[src/rtl/sa_ctrl_pkg.sv]
// Shared types and helpers for the output-stationary systolic array sequencer.
package sa_ctrl_pkg;

  typedef enum logic [2:0] {
    S_IDLE,
    S_CLEAR,
    S_FEED,
    S_FLUSH,
    S_DONE
  } state_t;

  // Drain length: buffer latency, lane skew, array propagation, PE register.
  function automatic int flush_len(input int n, input int pe_lat);
    return 1 + 2 * (n - 1) + pe_lat;
  endfunction

  function automatic int lane_lsb(input int z, input int width);
    return z * width;
  endfunction

endpackage

[src/rtl/sa_skew_line.sv]
// DEPTH-stage zero-reset shift register for one lane; DEPTH=0 is a plain wire.
module sa_skew_line #(
  parameter int DEPTH = 1,
  parameter int WIDTH = 8
) (
  input  logic             i_clk,
  input  logic             i_rst_n,
  input  logic [WIDTH-1:0] i_d,
  output logic [WIDTH-1:0] o_q
);

  if (DEPTH == 0) begin : g_wire
    logic w_unused_clk;
    assign w_unused_clk = i_clk & i_rst_n;
    assign o_q = i_d;
  end else begin : g_reg
    logic [WIDTH-1:0] r_pipe [DEPTH];

    always_ff @(posedge i_clk or negedge i_rst_n) begin
      if (!i_rst_n) begin
        for (int i = 0; i < DEPTH; i++) r_pipe[i] <= '0;
      end else begin
        r_pipe[0] <= i_d;
        for (int i = 1; i < DEPTH; i++) r_pipe[i] <= r_pipe[i-1];
      end
    end

    assign o_q = r_pipe[DEPTH-1];
  end

endmodule

[src/rtl/sa_os_sequencer.sv]
// Job sequencer for an N x N output-stationary MAC array: clear, feed K skewed vectors, drain.
// y_valid rises 1+K+F cycles after an accepted start and holds until y_ready.
module sa_os_sequencer
  import sa_ctrl_pkg::*;
#(
  parameter int N      = 8,
  parameter int WIDTH  = 8,
  parameter int K_W    = 12,
  parameter int PE_LAT = 1
) (
  input  logic               CLK,
  input  logic               RST,
  input  logic               start,
  input  logic [K_W-1:0]     k_len,
  output logic               busy,
  output logic               rd_en,
  output logic [K_W-1:0]     rd_addr,
  input  logic [N*WIDTH-1:0] a_vec,
  input  logic [N*WIDTH-1:0] b_vec,
  output logic [N*WIDTH-1:0] AA,
  output logic [N*WIDTH-1:0] BB,
  output logic               arr_clr,
  output logic               y_valid,
  input  logic               y_ready
);

  localparam int F    = flush_len(N, PE_LAT);
  localparam int FC_W = $clog2(F + 1);
  // The FLUSH->DONE register transition supplies the last drain cycle.
  localparam logic [FC_W-1:0] FC_LAST = FC_W'((F > 1) ? F - 2 : 0);

  state_t          r_state, w_next;
  logic [K_W-1:0]  r_k;
  logic [K_W-1:0]  r_addr;
  logic [FC_W-1:0] r_fcnt;
  logic            r_lvld;
  logic [K_W-1:0]  w_k_last;

  assign w_k_last = r_k - K_W'(1);
  assign rd_addr  = r_addr;

  always_ff @(posedge CLK or negedge RST) begin
    if (!RST) begin
      r_state <= S_IDLE;
      r_k     <= '0;
      r_addr  <= '0;
      r_fcnt  <= '0;
      r_lvld  <= 1'b0;
    end else begin
      r_state <= w_next;
      r_lvld  <= rd_en;
      if (r_state == S_IDLE && start) r_k <= k_len;
      case (r_state)
        S_CLEAR: begin
          r_addr <= '0;
          r_fcnt <= '0;
        end
        S_FEED:  if (r_addr != w_k_last) r_addr <= r_addr + K_W'(1);
        S_FLUSH: r_fcnt <= r_fcnt + FC_W'(1);
        default: ;
      endcase
    end
  end

  always_comb begin
    w_next  = r_state;
    busy    = 1'b1;
    rd_en   = 1'b0;
    arr_clr = 1'b0;
    y_valid = 1'b0;
    case (r_state)
      S_IDLE: begin
        busy = 1'b0;
        if (start) w_next = S_CLEAR;
      end
      S_CLEAR: begin
        arr_clr = 1'b1;
        w_next  = (r_k == '0) ? S_DONE : S_FEED;
      end
      S_FEED: begin
        rd_en = 1'b1;
        if (r_addr == w_k_last) w_next = S_FLUSH;
      end
      S_FLUSH: if (r_fcnt == FC_LAST) w_next = S_DONE;
      S_DONE: begin
        y_valid = 1'b1;
        if (y_ready) w_next = S_IDLE;
      end
      default: begin
        busy   = 1'b0;
        w_next = S_IDLE;
      end
    endcase
  end

  // Lanes are gated to zero before the skew so bubbles carry no stale operands.
  for (genvar z = 0; z < N; z++) begin : g_lane
    logic [WIDTH-1:0] w_a_in, w_b_in;
    assign w_a_in = r_lvld ? a_vec[lane_lsb(z, WIDTH) +: WIDTH] : '0;
    assign w_b_in = r_lvld ? b_vec[lane_lsb(z, WIDTH) +: WIDTH] : '0;

    sa_skew_line #(.DEPTH(z), .WIDTH(WIDTH)) u_skew_a (
      .i_clk   (CLK),
      .i_rst_n (RST),
      .i_d     (w_a_in),
      .o_q     (AA[lane_lsb(z, WIDTH) +: WIDTH])
    );

    sa_skew_line #(.DEPTH(z), .WIDTH(WIDTH)) u_skew_b (
      .i_clk   (CLK),
      .i_rst_n (RST),
      .i_d     (w_b_in),
      .o_q     (BB[lane_lsb(z, WIDTH) +: WIDTH])
    );
  end

endmodule

[config.mk]
export PLATFORM = sky130hd
export DESIGN_NAME = sa_os_sequencer
export DESIGN_NICKNAME = d
export VERILOG_FILES = /design/src/rtl/sa_ctrl_pkg.sv /design/src/rtl/sa_skew_line.sv /design/src/rtl/sa_os_sequencer.sv
export SDC_FILE = /design/constraint.sdc
export NUM_CORES = 1
export LEC_CHECK = 0
export ABC_AREA = 1
export BUFFER_PORTS_ARGS = -buffer_cell sky130_fd_sc_hd__buf_2
export CELL_PAD_IN_SITES_DETAIL_PLACEMENT = 1
export CELL_PAD_IN_SITES_GLOBAL_PLACEMENT = 1
export CORE_UTILIZATION = 47
export DETAILED_ROUTE_END_ITERATION = 6
export GPL_ROUTABILITY_DRIVEN = 0
export PLACE_DENSITY = 0.84
export SLEW_MARGIN = 20
export SYNTH_ARGS = -nofsm -noshare
export SYNTH_HDL_FRONTEND = slang
export SYNTH_SLANG_ARGS = --single-unit
[constraint.sdc]
create_clock -name CLK -period 4.34 [get_ports CLK]
set_input_delay 0.434 -clock CLK [delete_from_list [all_inputs] [get_ports CLK]]
set_output_delay 0.434 -clock CLK [all_outputs]
set_load 0.05 [all_outputs]
==> flow_summary_export.csv <==
group,metric,value,unit
run_status,status,"finished clean",
yosys,synth_edf_count,0,
routing,drt_pass1_iterations,4,
grt,grt_max_degree,122,
floorplan,rows,65,
timing,maxSlewViolCount,0,
power_and_ir_drop,combPwrFrac,19.2,%
timing,setup_slack,1.661,ns
layout,synthToLayoutAreaGrowth,18.97,%
yosys,synth_cell_types,33,
timing,hold_viol,0,
cts,clockBufferDepth,3,
worst_setup_path,crit_type,"register to output pin",
power_and_ir_drop,power_frac_seq,47.7,%
floorplan,die_width,181.6,um
worst_setup_path,worst-endpoint-arrival,2.24,ns
yosys,yosysMostFrequentCell,"dfrtp_1",
yosys,synth_ff_type,"dfrtp_1",
power_and_ir_drop,power_density,694.6,nW/um^2
timing,finalSetupViolCount,0,
floorplan,start_util,47.92,%
layout,fin_nets,1493,
cts,post_cts_resized,0,
timing,rsz0062_at_grt,"false",
layout,final_area,18040,um^2
worst_setup_path,r2r-end,"rd_addr[8]$_DFFE_PN0P_",
power_and_ir_drop,vdd_drop_max,0.6795,mV
timing,tightest_slew,1.025,ns
grt,grt_remaining_overflow,0,
worst_setup_path,cp_max_fo,16,
routing,vias,7988,
power_and_ir_drop,p_sw,4.039,mW
yosys,synthTopCellsByCount,"481 x dfrtp_1, 206 x nand2_1, 161 x inv_1, 97 x buf_4, 38 x nor2_1",
power_and_ir_drop,leakagePower,10.52,nW
placed_design,dp.cells,1696,
timing,holdWs,0.08367,ns
routing,avgViaCountPerCell,4.465,
layout,drive_above_1_share,29.08,%
yosys,synth-seq-area-share,79.39,%
cts,cts_setup_buffers,0,
cts,cts_hold_buf,1,
grt,grt_antenna_before_repair,9,
grt,grt_pass1_vias,8947,
cts,clk_pin_slew_worst_paths,0.06,ns
placed_design,dp.final_hpwl,19060,um
min_path,hold_path_startpoint,"a_vec[50]",
placed_design,place_area,16380,um^2
layout,multiInputGateArea,1692,um^2
layout,final_cells,1789,
yosys,synth_fp_nets,1267,
power_and_ir_drop,p_clk_share,33.1,%
timing,post-route-min-period,2.679,ns
worst_setup_path,regToRegStartpoint,"r_k[0]$_DFFE_PN0P_",
routing,ant_nets,0,
cts,htreeDepth,2,
floorplan,pin_count,288,
yosys,synthTopCellsByArea,"dfrtp_1 79%, nand2_1 5.1%, buf_4 4.8%",
grt,grt_pass1_wl,46750,um
grt,grt_usage,18.25,%
yosys,synth_cells,1118,
placed_design,dp_slack,1.887,ns
timing,fin_tns_setup,0,ns
layout,seq_area,12040,um^2
timing,fmax,0.3733,GHz
min_path,hp-class,"input pin to register",
worst_setup_path,crit_path_end,"busy",
cts,cts_buffers,47,
worst_setup_path,required,3.91,ns
cts,cts_num_sinks,481,
yosys,syn_avg_cell_area,13.56,um^2
cts,cts_tree,"yes",
yosys,yosys_warnings,0,
cts,root_buffer,"clkbuf_16",
floorplan,die-area,32980,um^2
worst_setup_path,cp-end-kind,"output pin",
floorplan,chipHeight,181.6,um
cts,clk_latency,0.54,ns
flow_run,max_cap_viol_count,0,
yosys,ys_ff_latch,481,
worst_setup_path,reg2reg_slack,1.85,ns
routing,drt_first_iter_violations,270,
yosys,synth_top_area_cell,"dfrtp_1",
timing,skew,0.01016,ns
yosys,yosysTopAreaCellShare,79.39,%
timing,fin_crit_sh,61.72,%
worst_setup_path,critPathLaunch,"r_state[2]$_DFFE_PN0P_",
worst_setup_path,rr_worst_depth,13,
routing,drt_wl_total,29000,um
yosys,netlist_area,15160,um^2
layout,fillers,3166,
routing,wire_per_inst,16.21,um
floorplan,core,31640,um^2
yosys,async_reset_ff_share,100.0,%
worst_setup_path,startpoint_type,"register",
routing,drc,0,
power_and_ir_drop,p_sw_share,32.24,%
placed_design,portBuffers,287,
power_and_ir_drop,intPower,8.489,mW
timing,relSlewSlack,31.68,%
cells by family after synthesis:
family	synth area share, %
AOI/OAI and AO/OA	0.9739
xor gates and xnor gates	0.9243
adders and majority gates	0.4126
buffers and inverters	9.449
DFF	79.39
muxes	0.2228
and+or+nand+nor	8.624
per-layer routing:
layer	vias up	GRT usage, %	wire length (um)
met4	4	6.407	845
met1	3985	22.07	11830
met5	-	0	22
li1	3677	-	-
met2	251	32.09	14770
met3	71	4.192	1542
metrics by stage:
stage | utilization [%] | power (mW)
final | 57.01 | 12.53
after global routing | 56.99 | 13.14
after CTS | 56.95 | 12.71
after detailed placement | 51.77 | 8.475
after global placement | 51.77 | 8.279
after floorplan | - | 7.913
worst min-delay path by stage:
stage	end	cells past startpoint
floorplan	g_lane[1].u_skew_a.o_q[0]$_DFF_PN0_	0
global placement	g_lane[5].u_skew_b.o_q[4]$_DFF_PN0_	0
detailed placement	g_lane[2].u_skew_b.o_q[5]$_DFF_PN0_	0
CTS	g_lane[2].u_skew_a.g_reg.r_pipe[9]$_DFF_PN0_	3
global route	g_lane[5].u_skew_b.g_reg.r_pipe[37]$_DFF_PN0_	3
finish	g_lane[6].u_skew_a.g_reg.r_pipe[42]$_DFF_PN0_	3
sequential cells by signal, summed over array words and instances (netlist names):
register	cells
g_lane.u_skew_a.g_reg.r_pipe	168
g_lane.u_skew_b.g_reg.r_pipe	168
g_lane.u_skew_a.o_q	56
g_lane.u_skew_b.o_q	56
r_k	12
rd_addr	12
r_fcnt	5
r_state	3
r_lvld	1
power by group through the flow:
stage / combinational [mW] / sequential, mW / clock, mW
detailed placement: 2.41 / 6.06 / 0
finish: 2.41 / 5.97 / 4.15
floorplan: 1.99 / 5.93 / 0
CTS: 2.44 / 6.00 / 4.27
global placement: 2.33 / 5.95 / 0
global route: 2.60 / 6.09 / 4.46
cell type report:
type | count | share of cell area [%]
Multi-Input combinational cell | 357 | 9.378
Clock inverter | 22 | 1.401
Tap cell | 402 | 2.789
Antenna cell | 8 | 0.1110
Sequential cell | 481 | 66.75
Clock buffer | 62 | 7.623
Timing Repair Buffer | 295 | 8.574
Inverter | 162 | 3.371
worst max-delay path: stages, from the launching register on:
cell and delay, ns:
dfrtp_1 0.39, inv_1 0.06, nand2_1 0.17, nor2_1 0.28
inv_1 0.34, nand4_1 0.19, buf_2 0.27
placed cells by master (no fill, tap or decap), types with 10 or more instances in the layout:
cell type / Yosys / layout
clkbuf_8: 0 / 10
nand2_1: 206 / 206
buf_2: 1 / 286
a21oi_1: 16 / 16
clkbuf_16: 0 / 49
nand3_1: 28 / 28
xor2_1: 12 / 12
inv_1: 161 / 161
dfrtp_1: 481 / 480
nor2_1: 38 / 38
Power figures use the tool's default switching activity.
